===== config.mk =====
export PLATFORM = sky130hd
export DESIGN_NAME = pc_gen
export DESIGN_NICKNAME = d
export VERILOG_FILES = /design/src/rtl/pc_gen.sv
export SDC_FILE = /design/constraint.sdc
export NUM_CORES = 1
export LEC_CHECK = 0
export ABC_AREA = 1
export CAP_MARGIN = 20
export CORE_MARGIN = 2
export CORE_UTILIZATION = 30
export DETAILED_ROUTE_END_ITERATION = 8
export GPL_ROUTABILITY_DRIVEN = 0
export HOLD_SLACK_MARGIN = 0.15
export SLEW_MARGIN = 20
export SYNTH_ARGS = -nofsm -noshare
export SYNTH_HDL_FRONTEND = slang
export SYNTH_SLANG_ARGS = --single-unit
export TNS_END_PERCENT = 10

===== constraint.sdc =====
create_clock -name clk -period 3.5 [get_ports clk]
set_input_delay 1.05 -clock clk [delete_from_list [all_inputs] [get_ports clk]]
set_output_delay 1.05 -clock clk [all_outputs]
set_load 0.05 [all_outputs]

===== src/rtl/pc_gen.sv =====
// pc_gen: fetch-stage program-counter generator.
//
// Holds the fetch PC and selects the next PC each cycle. The sources, in
// priority order, are: trap, execute-stage redirect, stall, predicted
// return, predicted call, and sequential. A circular return-address stack
// (RAS) supplies the targets for predicted returns.
//
// Ports:
//   clk            rising-edge clock
//   rst_n          asynchronous active-low reset
//   trap_valid_i   trap/exception redirect request; trap_pc_i is the handler
//   br_redirect_i  execute-stage redirect; br_target_i is the address
//   stall_i        hold the PC (fetch back-pressure)
//   pred_call_i    predecode says the instruction at pc_o is a call
//   pred_ret_i     predecode says the instruction at pc_o is a return
//   pred_target_i  call target from predecode
//   pc_o           current fetch PC
//   pc_valid_o     pc_o is valid for fetch
//   ras_cnt_o      number of valid RAS entries
//   ras_err_o      one-cycle pulse on RAS overflow or underflow
module pc_gen #(
  parameter int unsigned XLEN            = 32,
  parameter logic [XLEN-1:0] RESET_VEC   = '0,
  parameter int unsigned IALIGN          = 4,
  parameter int unsigned RAS_DEPTH       = 4,
  parameter int unsigned LEGACY_REDIRECT = 0
) (
  input  logic                           clk,
  input  logic                           rst_n,
  input  logic                           trap_valid_i,
  input  logic [XLEN-1:0]                trap_pc_i,
  input  logic                           br_redirect_i,
  input  logic [XLEN-1:0]                br_target_i,
  input  logic                           stall_i,
  input  logic                           pred_call_i,
  input  logic                           pred_ret_i,
  input  logic [XLEN-1:0]                pred_target_i,
  output logic [XLEN-1:0]                pc_o,
  output logic                           pc_valid_o,
  output logic [$clog2(RAS_DEPTH+1)-1:0] ras_cnt_o,
  output logic                           ras_err_o
);

  localparam int unsigned PW = $clog2(RAS_DEPTH);
  localparam int unsigned CW = $clog2(RAS_DEPTH+1);
  localparam logic [XLEN-1:0] STEP = XLEN'(IALIGN);
  localparam logic [CW-1:0]   FULL = CW'(RAS_DEPTH);

  logic [XLEN-1:0] pc_q, pc_d;
  logic            valid_q;
  logic [CW-1:0]   cnt_q, cnt_d;
  logic [PW-1:0]   top_q, top_d;
  logic            err_q, err_d;
  logic [XLEN-1:0] ras_q [RAS_DEPTH];

  logic            ras_we;
  logic [PW-1:0]   ras_waddr;
  logic [XLEN-1:0] ras_wdata;
  logic [XLEN-1:0] seq_pc;
  logic [XLEN-1:0] ras_top_val;
  logic [PW-1:0]   top_inc;
  logic [PW-1:0]   top_dec;
  logic            ras_empty;

  assign seq_pc      = pc_q + STEP;
  assign ras_top_val = ras_q[top_q];
  // Pointer arithmetic wraps naturally because RAS_DEPTH is a power of two.
  assign top_inc     = top_q + 1'b1;
  assign top_dec     = top_q - 1'b1;
  assign ras_empty   = (cnt_q == '0);

  always_comb begin
    pc_d      = pc_q;
    cnt_d     = cnt_q;
    top_d     = top_q;
    err_d     = 1'b0;
    ras_we    = 1'b0;
    ras_waddr = top_q;
    ras_wdata = seq_pc;

    if (trap_valid_i) begin
      pc_d  = trap_pc_i;
      cnt_d = '0;
      top_d = '0;
    end else if (br_redirect_i) begin
      pc_d = (LEGACY_REDIRECT != 0) ? (br_target_i + STEP) : br_target_i;
    end else if (!valid_q || stall_i) begin
      // Hold: predecode hints are not qualified until the PC is valid.
      pc_d = pc_q;
    end else if (pred_ret_i && pred_call_i) begin
      // Co-routine swap: jump to the top entry and replace it in place.
      if (!ras_empty) begin
        pc_d   = ras_top_val;
        ras_we = 1'b1;
      end else begin
        pc_d      = pred_target_i;
        top_d     = top_inc;
        cnt_d     = CW'(1);
        ras_we    = 1'b1;
        ras_waddr = top_inc;
      end
    end else if (pred_ret_i) begin
      if (!ras_empty) begin
        pc_d  = ras_top_val;
        top_d = top_dec;
        cnt_d = cnt_q - 1'b1;
      end else begin
        pc_d  = seq_pc;
        err_d = 1'b1;
      end
    end else if (pred_call_i) begin
      pc_d      = pred_target_i;
      top_d     = top_inc;
      ras_we    = 1'b1;
      ras_waddr = top_inc;
      // When full, the push lands on the oldest entry; count saturates.
      if (cnt_q == FULL) begin
        err_d = 1'b1;
      end else begin
        cnt_d = cnt_q + 1'b1;
      end
    end else begin
      pc_d = seq_pc;
    end
  end

  always_ff @(posedge clk or negedge rst_n) begin
    if (!rst_n) begin
      pc_q    <= RESET_VEC;
      valid_q <= 1'b0;
      cnt_q   <= '0;
      top_q   <= '0;
      err_q   <= 1'b0;
    end else begin
      pc_q    <= pc_d;
      valid_q <= 1'b1;
      cnt_q   <= cnt_d;
      top_q   <= top_d;
      err_q   <= err_d;
    end
  end

  // Entry contents carry no meaning after reset, so storage is not reset.
  always_ff @(posedge clk) begin
    if (ras_we) begin
      ras_q[ras_waddr] <= ras_wdata;
    end
  end

  assign pc_o       = pc_q;
  assign pc_valid_o = valid_q;
  assign ras_cnt_o  = cnt_q;
  assign ras_err_o  = err_q;

endmodule


==> impl_metrics.ini <==
[global_route]
grt_pass1_vias = 7444
grtUsageTotal_pct = 18.64
grt_pass1_wl_mm = 43.39
grt_max_degree = 41
antenna_found_initial = 0
overflow = 0

[place]
place_area_um2 = 10690
dp_hpwl_mm = 19.53
dpl_worst_slack_ns = 0.1731
port_buffers = 139

[critical_path]
worstSetupPathType = input pin to flip-flop
critPathLaunchType = input pin
cp.arrival_ns = 3.03
cp_cell_sequence = clkdlybuf4s50_1 > nand2_1 > a21oi_1 > o21ai_0 > o31ai_1 > nand2_1 > nor2_2 > buf_12
crit_top_cell = nand2_1
cp-end-kind = flip-flop
cpPeakStageDelay_ns = 0.65
crit_path_max_fanout = 32
critical_path_required_ns = 3.60
cp_slowest_cell = clkdlybuf4s50_1

[min_path]
hp-class = flip-flop to flip-flop

[drt]
drt_iter0_markers = 658
routedWlPerCell_um = 18.38
viasPerCell = 4.961
vias = 7605
ant_nets = 0
first_pass_iters = 6
drc = 0
wl_mm = 28.18

[timing]
slew_viol_final = 0
rsz0062_at_grt = no
fmax_ghz = 0.3424
fin_hold_ws_ns = 0.5620
slew_headroom_pct = 37.62
hold_viol = 0
period_share_pct = 83.46
finalSetupViolations = 0
worstMarginPinSlew_ns = 0.9334
fin_ws_ns = 0.5791
min_period_ns = 2.921
fin_skew_ns = 0.009916

[pwr]
vdd_drop_max_mv = 0.3458
power.density_nw_per_um2 = 567.2
leakage_nw = 4.316
finalPower_w = 0.006382

[die]
core_um2 = 28780
dieWidth_um = 175.1
die_h_um = 175.1
ioPinCount = 140
initial_core_util_pct = 30.52
fp-row-count = 62
die_area_um2 = 30660

[clock_tree]
ctsHoldBuffers = 0
cts_tree = built
worst_skew_pair.late_latency_ns = 0.42
htreeDepth = 4
root_buffer = clkbuf_16
cts_buffers = 17
cts_setup_buffers = 0
clkSlewWorstSetupHoldPaths_ns = 0.06
cts_sinks = 167
cts_resized = 0
clockBufferDepth = 2

[synth]
yosys_warnings = 0
yosysSeqAreaShare_pct = 54.87
synthDistinctLibCells = 37
syn_area_um2 = 8783
syn_area_per_cell_um2 = 8.757
synth_nets = 1108
ys_ff_latch = 167
netlist_instances = 1003

[layout]
final_area_um2 = 11250
final_cell_mix = nand2_1 (379), clkdlybuf4s50_1 (136), edfxtp_1 (128)
final_common_cell = nand2_1
fin_util_pct = 39.09
drive_gt1_share_pct = 8.181
syn_to_final_growth_pct = 28.09
final_nets = 1242
diodes = 0

[run_status]
status = finished clean

[flow_run]
drv_cap = 0
flip-flops by register name (all words and copies together), names as in the netlist:
signal,flops
ras_q,128
pc_o,32
ras_cnt_o,3
top_q,2
pc_valid_o,1
ras_err_o,1
metrics by stage:
step	TNS, ns	std cells
3_5_place_dp	0	1502
6_report	0	1533
2_1_floorplan	-17.05	1003
3_3_place_gp	0	1502
5_1_grt	0	1533
4_1_cts	0	1533
metal layers:
metal	wire length (um)	share of wire [%]	GRT usage, %	vias up
met2	13550	48	30.86	239
met1	12580	45	24.66	3658
li1	-	-	-	3679
met4	569	2.0	6.146	0
met5	0	0	0	-
met3	1489	5.3	3.372	29
final cells by class:
class                   instances  area, um^2
multi-input cells             733        3555
clock inverters                10       106.4
fillers                      2849       17530
well taps                     384       480.5
clock buffers                  21       450.4
inverters                      52       195.2
flip-flops and latches        167        4820
repair buffers                166        1644
logic make-up (layout without fill, tap and decap cells):
logic type	Yosys count	after routing	share of synthesized area, %
compound gates	150	150	10.77
xor+xnor	16	16	2.194
fa+ha+maj	2	2	0.3704
buf+inv	103	249	4.914
flops	167	167	54.87
other cells	1	1	0.04269
simple gates	564	564	26.84
report_power, final:
group	switching [W]	internal (W)	total [W]	leakage, nW
Combinational	0.00145	0.000691	0.00214	2.42
Sequential	0.000154	0.00228	0.00244	1.62
Clock	0.000749	0.00106	0.00181	0.276
Total	0.00235	0.00403	0.00638	4.32
worst max-delay path, delay by kind of cell:
kind | cells | cell delay, ns
AO/OA/AOI/OAI | 3 | 0.46
AND/OR/NAND/NOR | 3 | 0.61
buffers and inverters | 2 | 0.91
cells in the mapped netlist:
library cell | instances | share of area [%]
nand4_1 | 29 | 2.1
o22ai_1 | 2 | 0.14
buf_4 | 4 | 0.34
o211ai_1 | 3 | 0.26
fa_1 | 1 | 0.23
a22oi_1 | 7 | 0.60
nand2_4 | 2 | 0.26
xnor2_1 | 3 | 0.30
edfxtp_1 | 128 | 44
clkbuf_1 | 25 | 1.1
and2_1 | 5 | 0.36
a31oi_1 | 22 | 1.6
o311ai_0 | 1 | 0.10
nand3b_1 | 4 | 0.34
o21ai_2 | 1 | 0.10
buf_2 | 18 | 1.0
nand2_1 | 379 | 16
o31ai_1 | 2 | 0.17
a22o_1 | 4 | 0.40
nand3_1 | 28 | 1.6
a21oi_1 | 54 | 3.1
buf_6 | 1 | 0.13
o21ai_0 | 24 | 1.4
ha_1 | 1 | 0.14
inv_2 | 1 | 0.043
xor2_1 | 6 | 0.60
nor2_4 | 9 | 1.2
dfrtp_1 | 39 | 11
a41oi_1 | 6 | 0.60
conb_1 | 1 | 0.043
a221oi_1 | 24 | 2.4
nor2_2 | 6 | 0.43
nor2_1 | 99 | 4.2
nand2_2 | 3 | 0.21
xor2_2 | 7 | 1.3
inv_1 | 51 | 2.2
buf_1 | 3 | 0.13
final timing paths:
path                                    from            to  slack [ns]  cells after the start
worst max-delay path             pred_call_i   ras_q[2][7]        0.58                      8
worst min-delay path            ras_cnt_o[0]  ras_cnt_o[0]        0.56                      2
worst max register to register  ras_cnt_o[0]   ras_q[2][7]        1.17                     11
worst min register to register  ras_cnt_o[0]  ras_cnt_o[0]        0.56                      2
max in group asynchronous              rst_n      pc_o[31]        2.43                      1
min in group asynchronous              rst_n       pc_o[3]        0.64                      1
Power figures use the tool's default switching activity.
